[src/rtl/sargantana_icache_refill_if.sv]
// sargantana_icache_refill_if: request, L2 and response signals of the icache refill unit
interface sargantana_icache_refill_if #(
    parameter int PADDR_W = 40,
    parameter int BEAT_W  = 128,
    parameter int N_BEATS = 2,
    parameter int WAY_W   = 2
);
    localparam int IDX_W = (N_BEATS > 1) ? $clog2(N_BEATS) : 1;
    logic                      req_valid_i;
    logic [PADDR_W-1:0]        req_paddr_i;
    logic [WAY_W-1:0]          req_way_i;
    logic                      req_ready_o;
    logic                      kill_i;
    logic                      l2_req_valid_o;
    logic [PADDR_W-1:0]        l2_req_paddr_o;
    logic                      l2_req_ready_i;
    logic                      l2_beat_valid_i;
    logic [BEAT_W-1:0]         l2_beat_data_i;
    logic [IDX_W-1:0]          l2_beat_idx_i;
    logic                      l2_inv_valid_i;
    logic [PADDR_W-1:0]        l2_inv_paddr_i;
    logic                      l2_inv_ready_o;
    logic                      resp_valid_o;
    logic [BEAT_W*N_BEATS-1:0] resp_data_o;
    logic [WAY_W-1:0]          resp_way_o;
    logic                      resp_inv_valid_o;
    logic [PADDR_W-1:0]        resp_inv_paddr_o;
    logic                      busy_o;

    modport master (
        output req_valid_i, req_paddr_i, req_way_i, kill_i, l2_req_ready_i,
               l2_beat_valid_i, l2_beat_data_i, l2_beat_idx_i, l2_inv_valid_i, l2_inv_paddr_i,
        input  req_ready_o, l2_req_valid_o, l2_req_paddr_o, l2_inv_ready_o, resp_valid_o,
               resp_data_o, resp_way_o, resp_inv_valid_o, resp_inv_paddr_o, busy_o
    );

    modport slave (
        input  req_valid_i, req_paddr_i, req_way_i, kill_i, l2_req_ready_i,
               l2_beat_valid_i, l2_beat_data_i, l2_beat_idx_i, l2_inv_valid_i, l2_inv_paddr_i,
        output req_ready_o, l2_req_valid_o, l2_req_paddr_o, l2_inv_ready_o, resp_valid_o,
               resp_data_o, resp_way_o, resp_inv_valid_o, resp_inv_paddr_o, busy_o
    );
endinterface

[src/rtl/sargantana_icache_refill.sv]
// sargantana_icache_refill: fetches a cache line from L2 beat by beat and forwards L2 invalidations
module sargantana_icache_refill #(
    parameter int PADDR_W = 40,
    parameter int BEAT_W  = 128,
    parameter int N_BEATS = 2,
    parameter int WAY_W   = 2
) (
    input logic clk_i,
    input logic rst_i,
    sargantana_icache_refill_if.slave bus
);
    typedef enum logic [2:0] {IDLE, SEND, WAIT, DELIVER, DRAIN} state_t;

    state_t                    state_q;
    logic [PADDR_W-1:0]        paddr_q;
    logic [WAY_W-1:0]          way_q;
    logic [N_BEATS-1:0]        mask_q;
    logic [N_BEATS-1:0]        mask_d;
    logic [BEAT_W*N_BEATS-1:0] line_q;
    logic                      inv_q;
    logic [PADDR_W-1:0]        inv_paddr_q;
    logic                      accept;
    logic                      beat_hit;
    logic                      mask_full;
    logic                      resp_fire;
    logic                      inv_take;
    logic                      inv_hold;
    logic                      inv_emit;
    logic [PADDR_W-1:0]        inv_src;

    assign accept    = bus.req_valid_i && bus.req_ready_o;
    assign beat_hit  = bus.l2_beat_valid_i && (state_q == WAIT || state_q == DRAIN);
    assign mask_d    = mask_q | (beat_hit ? (N_BEATS'(1) << bus.l2_beat_idx_i) : '0);
    assign mask_full = &mask_d;
    assign resp_fire = (state_q == DELIVER) && !bus.kill_i;

    // An invalidation for the line being filled waits until the fill has been delivered
    assign inv_src   = inv_q ? inv_paddr_q : bus.l2_inv_paddr_i;
    assign inv_take  = bus.l2_inv_valid_i && bus.l2_inv_ready_o;
    assign inv_hold  = (state_q == WAIT || state_q == DELIVER) &&
                       (inv_src[PADDR_W-1:5] == paddr_q[PADDR_W-1:5]);
    assign inv_emit  = !rst_i && !resp_fire && !inv_hold &&
                       (inv_q || (inv_take && state_q != DELIVER));

    assign bus.req_ready_o      = !rst_i && (state_q == IDLE) && !bus.kill_i;
    // A kill coinciding with L2 acceptance keeps valid up so the handshake completes
    assign bus.l2_req_valid_o   = (state_q == SEND) && (!bus.kill_i || bus.l2_req_ready_i);
    assign bus.l2_req_paddr_o   = paddr_q;
    assign bus.l2_inv_ready_o   = !rst_i && !inv_q;
    assign bus.resp_valid_o     = resp_fire;
    assign bus.resp_data_o      = line_q;
    assign bus.resp_way_o       = way_q;
    assign bus.resp_inv_valid_o = inv_emit;
    assign bus.resp_inv_paddr_o = inv_emit ? inv_src : '0;
    assign bus.busy_o           = state_q != IDLE;

    // Fill sequencing: capture request, issue to L2, assemble beats, deliver or drain
    always_ff @(posedge clk_i or posedge rst_i) begin
        if (rst_i) begin
            state_q <= IDLE;
            paddr_q <= '0;
            way_q   <= '0;
            mask_q  <= '0;
            line_q  <= '0;
        end else begin
            case (state_q)
                IDLE: if (accept) begin
                    paddr_q <= bus.req_paddr_i & ~PADDR_W'(31);
                    way_q   <= bus.req_way_i;
                    mask_q  <= '0;
                    state_q <= SEND;
                end
                SEND: begin
                    if (bus.kill_i) state_q <= bus.l2_req_ready_i ? DRAIN : IDLE;
                    else if (bus.l2_req_ready_i) state_q <= WAIT;
                end
                WAIT: begin
                    mask_q <= mask_d;
                    if (beat_hit) line_q[int'(bus.l2_beat_idx_i)*BEAT_W +: BEAT_W] <= bus.l2_beat_data_i;
                    if (mask_full) state_q <= bus.kill_i ? IDLE : DELIVER;
                    else if (bus.kill_i) state_q <= DRAIN;
                end
                DRAIN: begin
                    mask_q <= mask_d;
                    if (mask_full) state_q <= IDLE;
                end
                DELIVER: state_q <= IDLE;
                default: state_q <= IDLE;
            endcase
        end
    end

    // One-entry invalidation buffer, bypassed when it can be emitted on arrival
    always_ff @(posedge clk_i or posedge rst_i) begin
        if (rst_i) begin
            inv_q       <= 1'b0;
            inv_paddr_q <= '0;
        end else if (inv_emit) begin
            inv_q <= 1'b0;
        end else if (inv_take) begin
            inv_q       <= 1'b1;
            inv_paddr_q <= bus.l2_inv_paddr_i;
        end
    end
endmodule

[src/flat_wrapper.sv]
// flat-port wrapper written by rule: the top's interface ports become plain ports
module sargantana_icache_refill_flat 
#(
    parameter int PADDR_W = 40,
    parameter int BEAT_W  = 128,
    parameter int N_BEATS = 2,
    parameter int WAY_W   = 2
)
  (clk_i, rst_i, bus_req_valid_i, bus_req_paddr_i, bus_req_way_i, bus_kill_i, bus_l2_req_ready_i, bus_l2_beat_valid_i, bus_l2_beat_data_i, bus_l2_beat_idx_i, bus_l2_inv_valid_i, bus_l2_inv_paddr_i, bus_req_ready_o, bus_l2_req_valid_o, bus_l2_req_paddr_o, bus_l2_inv_ready_o, bus_resp_valid_o, bus_resp_data_o, bus_resp_way_o, bus_resp_inv_valid_o, bus_resp_inv_paddr_o, bus_busy_o);
  sargantana_icache_refill_if #(.PADDR_W(PADDR_W), .BEAT_W(BEAT_W), .N_BEATS(N_BEATS), .WAY_W(WAY_W)) bus_i ();
  input logic clk_i;
  input logic rst_i;
  input wire logic [$bits(bus_i.req_valid_i)-1:0] bus_req_valid_i;
  input wire logic [$bits(bus_i.req_paddr_i)-1:0] bus_req_paddr_i;
  input wire logic [$bits(bus_i.req_way_i)-1:0] bus_req_way_i;
  input wire logic [$bits(bus_i.kill_i)-1:0] bus_kill_i;
  input wire logic [$bits(bus_i.l2_req_ready_i)-1:0] bus_l2_req_ready_i;
  input wire logic [$bits(bus_i.l2_beat_valid_i)-1:0] bus_l2_beat_valid_i;
  input wire logic [$bits(bus_i.l2_beat_data_i)-1:0] bus_l2_beat_data_i;
  input wire logic [$bits(bus_i.l2_beat_idx_i)-1:0] bus_l2_beat_idx_i;
  input wire logic [$bits(bus_i.l2_inv_valid_i)-1:0] bus_l2_inv_valid_i;
  input wire logic [$bits(bus_i.l2_inv_paddr_i)-1:0] bus_l2_inv_paddr_i;
  output wire logic [$bits(bus_i.req_ready_o)-1:0] bus_req_ready_o;
  output wire logic [$bits(bus_i.l2_req_valid_o)-1:0] bus_l2_req_valid_o;
  output wire logic [$bits(bus_i.l2_req_paddr_o)-1:0] bus_l2_req_paddr_o;
  output wire logic [$bits(bus_i.l2_inv_ready_o)-1:0] bus_l2_inv_ready_o;
  output wire logic [$bits(bus_i.resp_valid_o)-1:0] bus_resp_valid_o;
  output wire logic [$bits(bus_i.resp_data_o)-1:0] bus_resp_data_o;
  output wire logic [$bits(bus_i.resp_way_o)-1:0] bus_resp_way_o;
  output wire logic [$bits(bus_i.resp_inv_valid_o)-1:0] bus_resp_inv_valid_o;
  output wire logic [$bits(bus_i.resp_inv_paddr_o)-1:0] bus_resp_inv_paddr_o;
  output wire logic [$bits(bus_i.busy_o)-1:0] bus_busy_o;
  assign bus_i.req_valid_i = bus_req_valid_i;
  assign bus_i.req_paddr_i = bus_req_paddr_i;
  assign bus_i.req_way_i = bus_req_way_i;
  assign bus_i.kill_i = bus_kill_i;
  assign bus_i.l2_req_ready_i = bus_l2_req_ready_i;
  assign bus_i.l2_beat_valid_i = bus_l2_beat_valid_i;
  assign bus_i.l2_beat_data_i = bus_l2_beat_data_i;
  assign bus_i.l2_beat_idx_i = bus_l2_beat_idx_i;
  assign bus_i.l2_inv_valid_i = bus_l2_inv_valid_i;
  assign bus_i.l2_inv_paddr_i = bus_l2_inv_paddr_i;
  assign bus_req_ready_o = bus_i.req_ready_o;
  assign bus_l2_req_valid_o = bus_i.l2_req_valid_o;
  assign bus_l2_req_paddr_o = bus_i.l2_req_paddr_o;
  assign bus_l2_inv_ready_o = bus_i.l2_inv_ready_o;
  assign bus_resp_valid_o = bus_i.resp_valid_o;
  assign bus_resp_data_o = bus_i.resp_data_o;
  assign bus_resp_way_o = bus_i.resp_way_o;
  assign bus_resp_inv_valid_o = bus_i.resp_inv_valid_o;
  assign bus_resp_inv_paddr_o = bus_i.resp_inv_paddr_o;
  assign bus_busy_o = bus_i.busy_o;
  sargantana_icache_refill #(.PADDR_W(PADDR_W), .BEAT_W(BEAT_W), .N_BEATS(N_BEATS), .WAY_W(WAY_W)) u_core (.clk_i(clk_i), .rst_i(rst_i), .bus(bus_i));
endmodule
[config.mk]
export PLATFORM = sky130hd
export DESIGN_NAME = sargantana_icache_refill_flat
export DESIGN_NICKNAME = d
export VERILOG_FILES = /design/src/rtl/sargantana_icache_refill_if.sv /design/src/rtl/sargantana_icache_refill.sv /design/src/flat_wrapper.sv
export SDC_FILE = /design/constraint.sdc
export NUM_CORES = 1
export LEC_CHECK = 0
export BUFFER_PORTS_ARGS = -buffer_cell sky130_fd_sc_hd__buf_4
export CORE_AREA = 5 5 217 219
export CTS_BUF_LIST = sky130_fd_sc_hd__clkbuf_4
export CTS_CLUSTER_SIZE = 12
export DETAILED_ROUTE_END_ITERATION = 8
export DIE_AREA = 0 0 222 224
export PLACE_DENSITY = 0.57
export SLEW_MARGIN = 20
export SYNTH_ARGS = -nofsm -noshare
export SYNTH_HDL_FRONTEND = slang
export SYNTH_SLANG_ARGS = --single-unit
[constraint.sdc]
create_clock -name clk_i -period 14.78 [get_ports clk_i]
set_clock_uncertainty 0.1 [all_clocks]
set_input_delay 2.956 -clock clk_i [delete_from_list [all_inputs] [get_ports clk_i]]
set_output_delay 2.956 -clock clk_i [all_outputs]
set_load 0.005 [all_outputs]
# --- Word-level counts from Yosys, hierarchy flattened ---
# Index checks and enable logic that the tools add are counted.
word_totals:
  reg_bits: 339
  input_bits: 218
  output_inout_bits: 344
classes:
  n_addsub: 1
  n_eq_ne: 10
  shifts: 3
  mux: 17
  bitwise: 2
  n_reduce_logical: 33
op_table:
  columns: ["cell", "n"]
  rows:
  - ["256-bit bitwise mux", 1]
  - ["128-bit by 33-bit variable shift with 256-bit output, first input constant", 1]
  - ["128-bit by 33-bit indexed part select with 256-bit output", 1]
  - ["40-bit two-way mux", 2]
  - ["35-bit equality test", 1]
  - ["8-bit negator with 33-bit output", 1]
  - ["3-bit two-way mux", 7]
  - ["1-bit logical AND", 13]
  - ["3-bit one-hot mux with 4 select lines", 1]
  - ["2-bit AND reduction", 5]
  - ["3-bit by 2-bit equality test with 1-bit output, second input constant", 2]
  - ["2-bit two-way mux", 3]
  - ["3-bit by 2-bit inequality test with 1-bit output, second input constant", 2]
  - ["1-bit logical NOT", 5]
  - ["1-bit logical OR", 4]
  - ["2-bit by 1-bit inequality test with 1-bit output, second input constant", 2]
  - ["2-bit one-hot mux with 2 select lines", 1]
  - ["4-bit AND reduction", 1]
  - ["2-bit nonzero test", 2]
  - ["3-bit by 1-bit equality test with 1-bit output, second input constant", 1]
  - ["3-bit equality test, second input constant", 1]
  - ["3-bit logical NOT", 1]
  - ["3-bit inequality test, second input constant", 1]
  - ["3-bit nonzero test", 1]
  - ["5 further kinds", 6]

# --- Depth between registers and ports, before layout ---
depth:
  ltp_word: 8
  mapped_depth: 10
  depth_no_buf: 6

# --- Least setup slack after synthesis ---
# Ideal clock, no wire load.
synth_path:
  kind: "input port to output port"
  start: "input port bus_l2_inv_paddr_i[30]"
  end: "output port bus_resp_inv_paddr_o[1]"
  arrival_ns: 4.510
  t_required_ns: 11.724
  setup_slack_ns: 7.214
  cell_stages: 7
  cell_sequence: "mux2i_1 -> a22o_1 -> nor4_1 -> nand4_1 -> o31ai_4 -> buf_6 -> nor2_1"
synth_between:
  elab_chain_cells: 7
synth_rtl:
  columns: ["item", "line_no", "rtl"]
  rows:
  - ["from (decl)", "flat_wrapper.sv:22", "input wire logic [$bits(bus_i.l2_inv_paddr_i)-1:0] bus_l2_inv_paddr_i;"]
  - ["40-bit two-way mux", "sargantana_icache_refill.sv:38", "assign inv_src = inv_q ? inv_paddr_q : bus.l2_inv_paddr_i;"]
  - ["35-bit equality test", "sargantana_icache_refill.sv:41", "(inv_src[PADDR_W-1:5] == paddr_q[PADDR_W-1:5]);"]
  - ["1-bit logical AND", "sargantana_icache_refill.sv:40", "assign inv_hold = (state_q == WAIT || state_q == DELIVER) &&"]
  - ["1-bit logical NOT", "sargantana_icache_refill.sv:42", "assign inv_emit = !rst_i && !resp_fire && !inv_hold &&"]
  - ["1-bit logical AND (2 in series)", "sargantana_icache_refill.sv:42", null]
  - ["40-bit two-way mux", "sargantana_icache_refill.sv:54", "assign bus.resp_inv_paddr_o = inv_emit ? inv_src : '0;"]
  - ["to (decl)", "flat_wrapper.sv:31", "output wire logic [$bits(bus_i.resp_inv_paddr_o)-1:0] bus_resp_inv_paddr_o;"]
# Every way passes these cells.

# --- Final worst setup path ---
layout_path:
  start: "input port bus_l2_inv_paddr_i[30]"
  end: "output port bus_resp_inv_paddr_o[7]"
# Same word-level chain as after synthesis.

==> impl_metrics.yaml <==
sta:
  setup_violations: 0
  slew_headroom_pct: 28.5
  fmax_ghz: 0.109
  rsz0062_at_grt: "false"
  final_hold_viol_count: 0
  finalCritPeriodShare_pct: 61.9
  finalMaxSlewViolations: 0
  min_period_ps: 9140
  worst_pin_slew_ps: 1070
  tns_ps: 0
setup_path:
  crit-reg2reg-launch: "u_core.inv_q"
  crit_type: "in2out"
  crit_chain: "buf_4 > mux2i_1 > a22o_1 > nor4_1 > nand4_1 > buf_4 > o31ai_4 > buf_4 > nor2_1 > buf_4"
  reg2reg_slack_ps: 10740
  cp.arrival_ps: 6090
  crit_top_cell: "buf_4"
  crit_slowest_cell: "o31ai_4"
  reg2reg_depth: 7
  crit_fanout: 41
  critPathLaunchType: "input pin"
  end_kind: "primary output"
  r2r_end: "u_core.inv_paddr_q[32]"
  slowest_delay_ps: 810
  required_ps: 11720
clock_network:
  cts_tree: "yes"
  cts_setup_buffers: 0
  clock-sinks: 339
  insertion_delay_ps: 810
  h-tree-depth: 3
  clk_path_buf_depth: 3
  cts_resized: 0
  numCtsBuffers: 99
  cts-hold-fix-buffers: 0
  path_clk_slew_ps: 60
  cts_root_buf: "clkbuf_4"
grt:
  track_usage_pct: 21.1
  grt_pass1_wl_um: 81500
  grt_start_max_net_pins: 129
  grt_overflow_total: 0
  antenna_found_initial: 7
  grt_pass1_vias: 12900
synth:
  synthFlopType: "dfrtp_1"
  syn_area_sq_um: 14900
  synth.top_cells.by_area: "dfrtp_1 57%, mux2_2 22%, mux2i_1 2.7%"
  synth_top_area_share_pct: 56.8
  synthDistinctLibCells: 44
  synth-simple-area-share_pct: 3.58
  synth_top_cell_by_area: "dfrtp_1"
  synth_area_per_cell_sq_um: 13.1
  synth_xor_area_share_pct: 1.82
  synth_top_family_by_area: "multiplexers"
  synthArstFlopShare_pct: 100
  ys_warn_count: 0
  synth_edf_count: 0
  ys_ff_latch: 339
  muxShareOfSynthArea_pct: 24.8
  synth-compound-area-share_pct: 9.04
  synth_fa_ha_area_share_pct: 0
  yosysSeqAreaShare_pct: 56.8
  postSynthCellCount: 1138
layout:
  layout-drive-gt1-share_pct: 57.2
  stdcell_area_sq_um: 20900
  synthToLayoutAreaGrowth_pct: 39.9
  n_fill_cell: 4169
  final_cells: 2399
  fin_util_pct: 46.5
  nets: 1938
floorplanning:
  io_pins: 562
  initial_core_util_pct: 33.3
  dieHeight_um: 224
  dieArea_sq_um: 49700
  row_count: 78
  coreArea_sq_um: 44900
  die_w_um: 222
hold_path:
  hold_path_class: "reg2reg"
  hp-start: "u_core.bus.resp_data_o[185]"
  hold-path-cell-count: 1
  whs_endpoint: "u_core.bus.resp_data_o[185]"
drt:
  wl_um: 54300
  drtIter0Drc: 687
  via_per_inst: 5.02
  drc: 0
  first_pass_iters: 5
  wl_per_cell_um: 22.6
  vias: 12000
  antenna_left: 0
pwr:
  peakVddDrop_mv: 0.112
  p_total_w: 0.00397
  power_density_nw_per_um2: 190
  p_leak_nw: 10.5
status:
  status: "finished, final reports clean"
placement:
  post-place-cells: 2219
  dp_hpwl_um: 39300
  routabilityCongestion: 0.836
  dpl_cell_area_sq_um: 19600
  io_buffers: 551
flow_run:
  cap_violations: 0
==> cell usage after synthesis, drive strengths merged (30+ instances only) <==
cell,instances
dfrtp,339
mux2,294
clkbuf,67
nand2,46
nor2,46
inv,45
o31ai,41
a31oi,40
mux2i,40
o211ai,40
o311ai,40
xnor2,30
==> worst max-delay path: cells and delay by family <==
family | cells | cell delay, ps
AND/OR/NAND/NOR | 3 | 810
AO/OA/AOI/OAI | 2 | 1120
buffers and inverters | 4 | 1030
multiplexers | 1 | 130
==> how the worst max path moves through the flow <==
stage                                      start                       endpoint  slack, ps  cells after the start
after CTS                 bus_l2_inv_paddr_i[30]        bus_resp_inv_paddr_o[7]       5500                     10
after global routing      bus_l2_inv_paddr_i[30]        bus_resp_inv_paddr_o[9]       5320                     10
after detailed placement  bus_l2_inv_paddr_i[30]        bus_resp_inv_paddr_o[7]       5520                     10
final                     bus_l2_inv_paddr_i[30]        bus_resp_inv_paddr_o[7]       5640                     10
after global placement    bus_l2_inv_paddr_i[30]        bus_resp_inv_paddr_o[4]       5490                     10
after floorplan                            rst_i  u_core.bus.l2_req_paddr_o[10]       2330                      1
==> per-stage QoR <==
| step | hold WS (ps) | setup WS, ps |
|---|---|---|
| finish | 404 | 5640 |
| global route | 419 | 5320 |
| CTS | 406 | 5500 |
| detailed placement | 394 | 5520 |
| global placement | 389 | 5490 |
| floorplan | 393 | 2330 |
==> power breakdown <==
| part | leakage [nW] | switching (W) | internal, W | total [W] |
|---|---|---|---|---|
| Sequential | 4.33 | 0.000263 | 0.00132 | 0.00159 |
| Combinational | 5.43 | 0.000591 | 0.000866 | 0.00146 |
| Clock | 0.763 | 0.000428 | 0.000496 | 0.000924 |
==> cell families (layout without fill, tap and decap cells) <==
logic type                after synthesis  after routing
xor gates and xnor gates               31             31
DFF                                   339            339
buffers and inverters                 134            788
AOI/OAI and AO/OA                     179            179
other                                   1              8
muxes                                 334            334
and+or+nand+nor                       120            120
==> layout make-up <==
| class | instances | area [sq um] | area share [%] |
|---|---|---|---|
| multi-input combinational | 669 | 5920 | 28.3 |
| clock buffer | 150 | 1130 | 5.39 |
| sequential | 339 | 8480 | 40.6 |
| timing repair buffer | 566 | 4270 | 20.4 |
| clock inverter | 27 | 168 | 0.802 |
| tap | 600 | 751 | 3.59 |
| inverter | 45 | 176 | 0.844 |
| antenna | 3 | 7.51 | 0.0359 |
==> sequential cells by signal (all words and copies together) (netlist names) <==
register,count
u_core.bus.l2_req_paddr_o,35
u_core.state_q,3
u_core.inv_paddr_q,40
u_core.mask_q,2
u_core.bus.resp_way_o,2
u_core.bus.resp_data_o,256
u_core.inv_q,1
==> layer usage <==
layer,global-route usage (%),vias to the layer above,part of all wire (%)
met5,0,-,0.11
met4,5.77,10,1.8
met3,9.08,83,9.4
met2,37.0,471,52
met1,23.6,6100,37
li1,-,5380,-
==> layout by cell type (no fill, tap or decap), types with 3 or more instances in the layout <==
| cell | count |
|---|---|
| clkbuf_4 | 150 |
| nor3_1 | 3 |
| buf_4 | 564 |
| nor2_1 | 45 |
| inv_1 | 43 |
| nand4_1 | 3 |
| a21oi_1 | 4 |
| conb_1 | 5 |
| xnor2_1 | 30 |
| o311ai_1 | 40 |
| nor4_1 | 8 |
| mux2_2 | 294 |
| dfrtp_1 | 338 |
| o211ai_1 | 40 |
| diode_2 | 3 |
| a31oi_1 | 40 |
| clkinv_1 | 20 |
| mux2i_1 | 40 |
| o31ai_1 | 40 |
| nand2_1 | 44 |
(Power assumes the default switching activity.)
